<file path="src/rtl/mandelbrot_iter_engine.sv">
// mandelbrot_iter_engine
//
// Escape-time iteration engine for a single complex point. It runs
// z <- z^2 + c in signed fixed point Q2.(WIDTH-2), one step per clock. It stops
// when the point escapes or when the per-request iteration limit is reached,
// and then reports the iteration count and an escape flag.
//
// Optional feature: define MANDELBROT_JULIA_EN to enable Julia mode. When it is
// enabled and in_julia=1 at accept, z0 = (in_cr, in_ci) and c = (julia_cr, julia_ci).
// When the macro is undefined, in_julia, julia_cr and julia_ci are ignored.
//
// Ports:
//   clk, rst_n               clock; synchronous active-low reset
//   in_valid / in_ready      point request handshake (in_ready = IDLE)
//   in_cr, in_ci             point coordinates, signed Q2.(WIDTH-2)
//   in_max_iter              iteration limit for this point (0 = no iterations)
//   in_julia, julia_cr/ci    Julia mode select and constant (optional feature)
//   out_valid / out_ready    result handshake (out_valid = DONE)
//   out_iter                 number of completed updates
//   out_escaped              1 = escaped, 0 = limit reached
//   busy                     engine is in ITER or DONE
//
// Handshakes: a transfer happens on a rising edge where valid && ready are both
// high. A producer holds valid and its payload until that edge. ready does not
// depend combinationally on valid: in_ready and out_valid come straight from the
// state register. The engine accepts no new request in the cycle in which it
// hands off a result, so in_ready rises one cycle after DONE is left.

module mandelbrot_iter_engine #(
    parameter int WIDTH  = 8,
    parameter int ITER_W = 8
) (
    input  logic              clk,
    input  logic              rst_n,
    input  logic              in_valid,
    output logic              in_ready,
    input  logic [WIDTH-1:0]  in_cr,
    input  logic [WIDTH-1:0]  in_ci,
    input  logic [ITER_W-1:0] in_max_iter,
    input  logic              in_julia,
    input  logic [WIDTH-1:0]  julia_cr,
    input  logic [WIDTH-1:0]  julia_ci,
    output logic              out_valid,
    input  logic              out_ready,
    output logic [ITER_W-1:0] out_iter,
    output logic              out_escaped,
    output logic              busy
);

    // The extended width keeps |z|^2 and the z^2 + c sums exact.
    localparam int EW = 2*WIDTH + 2;
    localparam int FB = WIDTH - 2;
    // 4.0 in the Q4.(2*WIDTH-4) product format.
    localparam logic signed [EW-1:0] ESC_LIM = EW'(1) << (2*WIDTH-2);

    typedef enum logic [1:0] {
        IDLE = 2'd0,
        ITER = 2'd1,
        DONE = 2'd2
    } state_t;

    state_t state, state_d;

    logic signed [WIDTH-1:0] zr, zi, cr, ci;
    logic [ITER_W-1:0]       limit, count, count_inc;

    // ------------------------------------------------------------------
    // Start values of z and c at accept
    // ------------------------------------------------------------------
    logic [WIDTH-1:0] z0r, z0i, c0r, c0i;

`ifdef MANDELBROT_JULIA_EN
    always_comb begin
        z0r = '0;
        z0i = '0;
        c0r = in_cr;
        c0i = in_ci;
        if (in_julia) begin
            z0r = in_cr;
            z0i = in_ci;
            c0r = julia_cr;
            c0i = julia_ci;
        end
    end
`else
    assign z0r = '0;
    assign z0i = '0;
    assign c0r = in_cr;
    assign c0i = in_ci;
    // Julia inputs are intentionally left without a function in this build.
    logic unused_julia;
    assign unused_julia = ^{in_julia, julia_cr, julia_ci};
`endif

    // ------------------------------------------------------------------
    // One iteration step, evaluated from the current z
    // ------------------------------------------------------------------
    logic signed [2*WIDTH-1:0] zr_x, zi_x, m1, m2, m3;
    logic signed [EW-1:0]      m1_e, m2_e, m3_e, cr_e, ci_e;
    logic signed [EW-1:0]      sum_sq, zr_f, zi_f, zr_n, zi_n;
    logic                      size_esc, ovf, escape, last_step;

    // Sign-extend before multiplying so that each product is exact at 2*WIDTH bits.
    assign zr_x = {{WIDTH{zr[WIDTH-1]}}, zr};
    assign zi_x = {{WIDTH{zi[WIDTH-1]}}, zi};
    assign m1   = zr_x * zr_x;
    assign m2   = zi_x * zi_x;
    assign m3   = zr_x * zi_x;

    assign m1_e = {{2{m1[2*WIDTH-1]}}, m1};
    assign m2_e = {{2{m2[2*WIDTH-1]}}, m2};
    assign m3_e = {{2{m3[2*WIDTH-1]}}, m3};
    // Shift c into the product's binary-point position.
    assign cr_e = {{(EW-WIDTH){cr[WIDTH-1]}}, cr} << FB;
    assign ci_e = {{(EW-WIDTH){ci[WIDTH-1]}}, ci} << FB;

    assign sum_sq   = m1_e + m2_e;
    assign size_esc = (sum_sq > ESC_LIM);

    assign zr_f = m1_e - m2_e + cr_e;
    assign zi_f = (m3_e <<< 1) + ci_e;
    // Arithmetic shift: truncation toward minus infinity.
    assign zr_n = zr_f >>> FB;
    assign zi_n = zi_f >>> FB;

    // A value fits in WIDTH signed bits when bits [EW-1:WIDTH-1] are all equal.
    assign ovf = !((&zr_n[EW-1:WIDTH-1]) || !(|zr_n[EW-1:WIDTH-1])) ||
                 !((&zi_n[EW-1:WIDTH-1]) || !(|zi_n[EW-1:WIDTH-1]));

    assign escape    = size_esc || ovf;
    assign count_inc = count + ITER_W'(1);
    // count < limit holds in ITER, so count_inc never wraps.
    assign last_step = (count_inc == limit);

    // ------------------------------------------------------------------
    // FSM
    // ------------------------------------------------------------------
    always_ff @(posedge clk) begin
        if (!rst_n) begin
            state <= IDLE;
        end else begin
            state <= state_d;
        end
    end

    always_comb begin
        state_d = state;
        case (state)
            IDLE: begin
                if (in_valid) begin
                    state_d = (in_max_iter == '0) ? DONE : ITER;
                end
            end
            ITER: begin
                if (escape || last_step) begin
                    state_d = DONE;
                end
            end
            DONE: begin
                if (out_ready) begin
                    state_d = IDLE;
                end
            end
            default: state_d = IDLE;
        endcase
    end

    assign in_ready  = (state == IDLE);
    assign out_valid = (state == DONE);
    assign busy      = (state != IDLE);

    // ------------------------------------------------------------------
    // Datapath registers
    // ------------------------------------------------------------------
    always_ff @(posedge clk) begin
        if (!rst_n) begin
            zr          <= '0;
            zi          <= '0;
            cr          <= '0;
            ci          <= '0;
            limit       <= '0;
            count       <= '0;
            out_iter    <= '0;
            out_escaped <= 1'b0;
        end else begin
            case (state)
                IDLE: begin
                    if (in_valid) begin
                        zr          <= z0r;
                        zi          <= z0i;
                        cr          <= c0r;
                        ci          <= c0i;
                        limit       <= in_max_iter;
                        count       <= '0;
                        out_iter    <= '0;
                        out_escaped <= 1'b0;
                    end
                end
                ITER: begin
                    if (escape) begin
                        // z is left as it was; the report uses the pre-step count.
                        out_iter    <= count;
                        out_escaped <= 1'b1;
                    end else begin
                        zr    <= zr_n[WIDTH-1:0];
                        zi    <= zi_n[WIDTH-1:0];
                        count <= count_inc;
                        if (last_step) begin
                            out_iter    <= limit;
                            out_escaped <= 1'b0;
                        end
                    end
                end
                default: begin
                end
            endcase
        end
    end

endmodule

</file>
<file path="config.mk">
export PLATFORM = sky130hd
export DESIGN_NAME = mandelbrot_iter_engine
export DESIGN_NICKNAME = d
export VERILOG_FILES = /design/src/rtl/mandelbrot_iter_engine.sv
export SDC_FILE = /design/constraint.sdc
export NUM_CORES = 1
export LEC_CHECK = 0
export ABC_CLOCK_PERIOD_IN_PS = 8750
export BUFFER_PORTS_ARGS = -buffer_cell sky130_fd_sc_hd__buf_2
export CAP_MARGIN = 15
export CELL_PAD_IN_SITES_DETAIL_PLACEMENT = 1
export CELL_PAD_IN_SITES_GLOBAL_PLACEMENT = 2
export CORE_MARGIN = 10
export CORE_UTILIZATION = 40
export CTS_CLUSTER_DIAMETER = 200
export DETAILED_ROUTE_END_ITERATION = 8
export PLACE_DENSITY = 0.85
export SYNTH_ARGS = -nofsm -noshare
export SYNTH_HDL_FRONTEND = slang
export SYNTH_SLANG_ARGS = --single-unit
export TNS_END_PERCENT = 1
</file>
<file path="constraint.sdc">
create_clock -name clk -period 8.75 [get_ports clk]
set_input_delay 1.3125 -clock clk [delete_from_list [all_inputs] [get_ports clk]]
set_output_delay 1.3125 -clock clk [all_outputs]
set_load 0.01 [all_outputs]
</file>
=== Word-level counts from Yosys, hierarchy flattened ===
Cells that the tools add are included.

* Multipliers: 3
* Add/subtract/negate cells: 5
* Eq/ne operators: 8
* Order comparisons: 1
* Muxes and demuxes: 19
* Reduce and logical (&&, ||, !) cells: 21

{| class="wikitable"
|+ Operator list
! operator !! number
|-
| 8-bit case mux with 2 select lines || 4
|-
| 8-bit by 8-bit multiplier with 16-bit output || 3
|-
| 8-bit 2-to-1 mux || 6
|-
| 17-bit by 14-bit adder with 18-bit output || 2
|-
| 16-bit by 16-bit adder with 17-bit output || 1
|-
| 17-bit by 16-bit greater-than comparator with 1-bit output (second input constant) || 1
|-
| 16-bit by 16-bit subtractor with 17-bit output || 1
|-
| 5-bit AND reduction || 2
|-
| 5-bit OR reduction || 2
|-
| 3-bit AND reduction || 3
|-
| 8-bit by 1-bit adder with 8-bit output (second input constant) || 1
|-
| 8-bit equality test || 1
|-
| 8-bit zero test || 1
|-
| 2-bit 2-to-1 mux || 4
|-
| 2-bit inequality test (second input constant) || 3
|-
| 2-bit case mux with 3 select lines || 1
|-
| 1-bit logical OR || 5
|-
| 1-bit zero test || 4
|-
| 2-bit nonzero test || 2
|-
| 1-bit 2-to-1 mux || 3
|-
| 3-bit inequality test (second input constant) || 1
|-
| 2-bit by 1-bit equality test with 1-bit output (second input constant) || 1
|-
| 2-bit equality test (second input constant) || 1
|-
| 2-bit zero test || 1
|-
| other kinds (3) || 3
|}

* Word-level logic and storage cells: 66
* Output and inout port bits: 12
* Register bits: 59

=== Logic depth before layout (Yosys ltp) ===
* Word-level depth: 12
* Gate-level depth with buffers: 36
* Depth with buffers taken out: 33

=== Worst setup path before layout ===
Ideal clock, no wire load.

* Path type: reg-to-reg
* Start: register zi[0]
* End: register out_iter[6]
* Setup time: 120 ps
* Arrival time: 7399 ps
* Cell stages (with the launch flop): 33
* Data required time: 8630 ps
* Period minus slack after synthesis: 7519 ps
* Path slack: 1231 ps
* Path buffers: 3
* Cells stage by stage: dfxtp_1 > clkbuf_1 > clkbuf_1 > and2_1 > ha_1 > fa_1 > inv_1 > fa_1 > fa_1 > inv_1 > ha_1 > a21oi_1 > o21bai_1 > a21oi_1 > nor2b_1 > o21a_1 > o21ai_0 > a21oi_1 > o41a_1 > xor2_1 > fa_1 > ha_1 > nand2_1 > o21ai_0 > nor3_1 > and3_1 > nor4_1 > nand2_1 > nor4_1 > o21ai_2 > clkbuf_2 > and3_1 > a211o_1

* Word-level cells in the longest chain between the ends: 11
* Elaborated cells between the ends (all ways): 23
* Those cells by class: add/sub (4); mul (2); order compare (1); eq/ne (1); mux (2); reduce/logical (13)

{| class="wikitable"
|+ RTL lines
! element !! RTL line !! RTL
|-
| from (decl) || 64 || <nowiki>logic signed [WIDTH-1:0] zr, zi, cr, ci;</nowiki>
|-
| from (signal assigned) || 190 || <nowiki>zi <= z0i;</nowiki>
|-
| from (signal assigned) || 206 || <nowiki>zi <= zi_n[WIDTH-1:0];</nowiki>
|-
| 8-bit by 8-bit multiplier with 16-bit output || 107 || <nowiki>assign m2 = zi_x * zi_x;</nowiki>
|-
| 16-bit by 16-bit subtractor with 17-bit output || 120 || <nowiki>assign zr_f = m1_e - m2_e + cr_e;</nowiki>
|-
| 17-bit by 14-bit adder with 18-bit output || 120 ||
|-
| 5-bit OR reduction || 127 || <nowiki>assign ovf = !((&zr_n[EW-1:WIDTH-1]) || !(|zr_n[EW-1:WIDTH-1])) ||</nowiki>
|-
| 1-bit zero test || 127 ||
|-
| 1-bit logical OR || 127 ||
|-
| 1-bit zero test || 127 ||
|-
| 1-bit logical OR || 127 ||
|-
| 1-bit logical OR (*) || 130 || <nowiki>assign escape = size_esc || ovf;</nowiki>
|-
| 3-bit inequality test (no source line) / 8-bit 2-to-1 mux (equally long branches) || n/a ||
|-
| 3-bit AND reduction (no source line) / 8-bit case mux with 2 select lines (equally long branches) || n/a ||
|-
| to (signal assigned) || 202 || <nowiki>out_iter <= count;</nowiki>
|-
| to (signal assigned) || 209 || <nowiki>out_iter <= limit;</nowiki>
|-
| to (decl) || 45 || <nowiki>output logic [ITER_W-1:0] out_iter,</nowiki>
|}

Every way passes the cells marked *; elsewhere a longest branch is shown, timed or not.
A chain may end at the register's enable or synchronous reset.

=== Worst setup path after layout ===
* Start: register zr[1]
* End: register count[5]

* Word-level cells in the longest chain between the ends: 11
* Elaborated cells between the ends (all ways): 21
* Those cells by class: add/sub (4); mul (2); order compare (1); eq/ne (1); reduce/logical (13)

{| class="wikitable"
|+ RTL lines
! element !! RTL line !! RTL
|-
| from (decl) || 64 ||
|-
| from (signal assigned) || 189 || <nowiki>zr <= z0r;</nowiki>
|-
| from (signal assigned) || 205 || <nowiki>zr <= zr_n[WIDTH-1:0];</nowiki>
|-
| 8-bit by 8-bit multiplier with 16-bit output || 106 || <nowiki>assign m1 = zr_x * zr_x;</nowiki>
|-
| 16-bit by 16-bit subtractor with 17-bit output || 120 ||
|-
| 17-bit by 14-bit adder with 18-bit output || 120 ||
|-
| 5-bit OR reduction || 127 ||
|-
| 1-bit zero test || 127 ||
|-
| 1-bit logical OR || 127 ||
|-
| 1-bit zero test || 127 ||
|-
| 1-bit logical OR || 127 ||
|-
| 1-bit logical OR (*) || 130 ||
|-
| 2-bit inequality test (no source line) (*) || n/a ||
|-
| 3-bit AND reduction (no source line) (*) || n/a ||
|-
| to (signal assigned) || 207 || <nowiki>count <= count_inc;</nowiki>
|-
| to (decl) || 65 || <nowiki>logic [ITER_W-1:0] limit, count, count_inc;</nowiki>
|}

Marks and branches as above.

==> results.toml <==
[setup_path]
cp_max_fo = 8
rr_endpoint = "count[5]$_SDFFE_PN0P_"
cp-start-kind = "flop"
crit_top_cell = "fa_1"
endpoint_kind = "flop"
rrSetupSlack_ns = 0.63
cpMaxStageDelayCell = "fa_1"
r2r_start = "zr[1]$_SDFFE_PN0P_"
critPathKind = "reg -> reg"
reg2reg_depth = 30
arrival_ns = 8.37
slowest_delay_ns = 0.55
required_ns = 9.00

[yosys]
yosysSeqAreaShare_pct = 10.42
syn_nets = 1683
yosysUniqueCellTypes = 64
netlist_area_um2 = 11330
ys.warnings.count = 0
synth-edff-count = 0
synth_seq_cells = 59
syn_inst = 1360
ys.flop_type = "dfxtp_1"
async_flop_share_pct = 0
syn_area_per_cell_um2 = 8.333

[placed_design]
dpl.cell_count = 1760
gp_congestion = 0.8653
dp_hpwl_mm = 25.84
dp_slack_ns = 0.2690
portBuffers = 39

[sta]
fmax_mhz = 123.1
worst_pin_slew_ns = 0.8929
fin_tns_setup_ns = 0
whs_ns = 0.4579
post-route-period-util_pct = 92.81
timing.final.ws_setup_ns = 0.6288
rsz0062_at_grt = "false"
report.final.slew_viol_count = 0
hold_viol_final = 0
setup_viol = 0
finClkSkew_ns = 0.008999
max-slew-margin-rel_pct = 40.39
layout_min_cycle_time_ns = 8.121

[cts]
post_cts_buffers = 0
cts.sinks = 59
clk_transition_reported_paths_ns = 0.05
cts.path.max_buffers = 2
cts_root_buffer = "clkbuf_16"
htreeDepth = 3
clock_latency_ns = 0.33
postCtsResizedCells = 0
cts_tree = "yes"
cts_buffers = 9
cts_hold_buf = 0

[drt]
totalWireLength_mm = 30.58
wl_per_cell_um = 17.24
viasPerCell = 5.187
postRouteAntennaNets = 0
drtPass1Iterations = 4
drc = 0
drtIter0Drc = 287
vias = 9201

[finish]
n_antenna_cell = 0
areaGrowthSynthToFinish_pct = 9.693
finalNonFillerCells = 1774
nFillCells = 3340
final_nets = 1716
layout-drive-gt1-share_pct = 8.166

[global_routing]
antenna_found_initial = 0
grt_max_degree = 53
grt_overflow = 0
gr-usage-all-layers_pct = 17.50
grt_pass1_wl_mm = 51.12
grt_pass1_vias = 10100

[pwr]
power_leakage_nw = 6.294
p_total_mw = 0.9039
power_density_nw_per_um2 = 72.71
ir_drop_uv = 78.85

[floorplanning]
coreArea_um2 = 27860
dieArea_um2 = 35470
ios = 57
num_rows = 61
initial_utilization_pct = 40.68
die_y_um = 188.3
die_w_um = 188.3

[hold_path]
hold_class = "reg -> reg"
min_to = "out_iter[3]$_SDFFE_PN0P_"
worstHoldStart = "out_iter[3]$_SDFFE_PN0P_"
min_path_cells = 1

[run_status]
outcome = "finished clean"

[flow_run]
drv_cap = 0
## registers in the layout, indices dropped and copies added (netlist names)
register and count:
out_iter 8, state 2, limit 8, count 8, out_escaped 1, zi 8
cr 8, ci 8, zr 8
## per-layer routing
metal	up-vias	global-route usage, %	routed length, um
li1	4474	-	-
met1	4609	22.51	14170
met2	83	30.86	15280
met3	35	1.736	500
met4	0	4.121	639
met5	-	0	0
## synthesized netlist by cell type (all sizes together) (11+ instances only)
library cell | number | area share (%)
a21o | 11 | 0.73
a21oi | 88 | 3.9
and2 | 58 | 3.2
and3 | 16 | 0.88
clkbuf | 51 | 1.7
dfxtp | 59 | 10
fa | 156 | 28
ha | 122 | 13
inv | 233 | 7.7
nand2 | 131 | 4.3
nand2b | 18 | 0.99
nand3 | 25 | 1.1
nor2 | 65 | 2.2
nor2b | 21 | 1.2
nor3 | 20 | 0.93
o211ai | 21 | 1.4
o21a | 21 | 1.4
o21ai | 31 | 1.4
o21bai | 12 | 0.79
xnor2 | 67 | 5.2
xor2 | 19 | 1.5
## critical path: cells and delay by family, from the launching register on
family / cells / cell delay (ns)
compound gates: 9 / 1.92
xor+xnor: 1 / 0.27
buf+inv: 3 / 0.14
simple gates: 10 / 1.99
fa+ha+maj: 7 / 3.21
flops: 1 / 0.52
## layout make-up
class / count / area, um2 / share of cell area, %
multi-input cells: 1013 / 9095 / 73.16
flip-flops and latches: 59 / 1182 / 9.511
inverters: 233 / 874.6 / 7.035
repair buffers: 77 / 505.5 / 4.066
well taps: 378 / 473.0 / 3.804
clock buffers: 12 / 266.5 / 2.144
clock inverters: 2 / 35.03 / 0.2818
## logic make-up after synthesis
kind of cell | after synthesis | synth area share (%)
xor gates and xnor gates | 86 | 6.646
muxes | 6 | 0.5410
adders and majority gates | 278 | 41.02
and+or+nand+nor | 406 | 18.04
buffers and inverters | 288 | 9.605
DFF | 59 | 10.42
AOI/OAI and AO/OA | 237 | 13.72
## cells in the final DEF, fill, tap and decap left out, types with 5 or more instances in the layout
cell type and instances:
a211o_1 8, a211oi_1 8, a21o_1 11, a21oi_1 88
and2_1 58, and3_1 16, buf_2 39, buf_4 36
clkbuf_16 9, dfxtp_1 58, fa_1 156, ha_1 122
inv_1 232, mux2i_1 5, nand2_1 130, nand2b_1 18
nand3_1 25, nand4_1 6, nor2_1 65, nor2b_1 20
nor3_1 19, nor4_1 5, o211ai_1 21, o21a_1 21
o21ai_0 27, o21bai_1 12, or2_2 6, or3_1 8
or4_1 6, xnor2_1 67, xor2_1 19
## through the flow
| step | utilization, % | instance area (um2) |
|---|---|---|
| 6_report | 44.63 | 12430 |
| 4_1_cts | 44.53 | 12400 |
| 3_5_place_dp | 43.44 | 12100 |
| 2_1_floorplan | - | 11330 |
| 5_1_grt | 44.63 | 12430 |
| 3_3_place_gp | 43.44 | 12100 |
## power breakdown
part | switching, mW | total, mW | internal (mW)
logic | 0.155 | 0.249 | 0.0944
registers | 0.0133 | 0.294 | 0.280
clock network | 0.121 | 0.361 | 0.240
## worst max-delay path by stage
stage / from / endpoint / slack (ns) / depth (start not counted)
2_1_floorplan: zi[0]$_SDFFE_PN0P_ / out_iter[6]$_SDFFE_PN0P_ / 1.23 / 32
3_3_place_gp: zr[1]$_SDFFE_PN0P_ / zi[2]$_SDFFE_PN0P_ / 0.48 / 31
3_5_place_dp: zi[6]$_SDFFE_PN0P_ / out_iter[6]$_SDFFE_PN0P_ / 0.27 / 31
4_1_cts: zi[6]$_SDFFE_PN0P_ / out_iter[6]$_SDFFE_PN0P_ / 0.22 / 31
5_1_grt: zi[7]$_SDFFE_PN0P_ / count[3]$_SDFFE_PN0P_ / 0.09 / 34
6_report: zr[1]$_SDFFE_PN0P_ / count[5]$_SDFFE_PN0P_ / 0.63 / 30
Power figures use the tool's default switching activity.
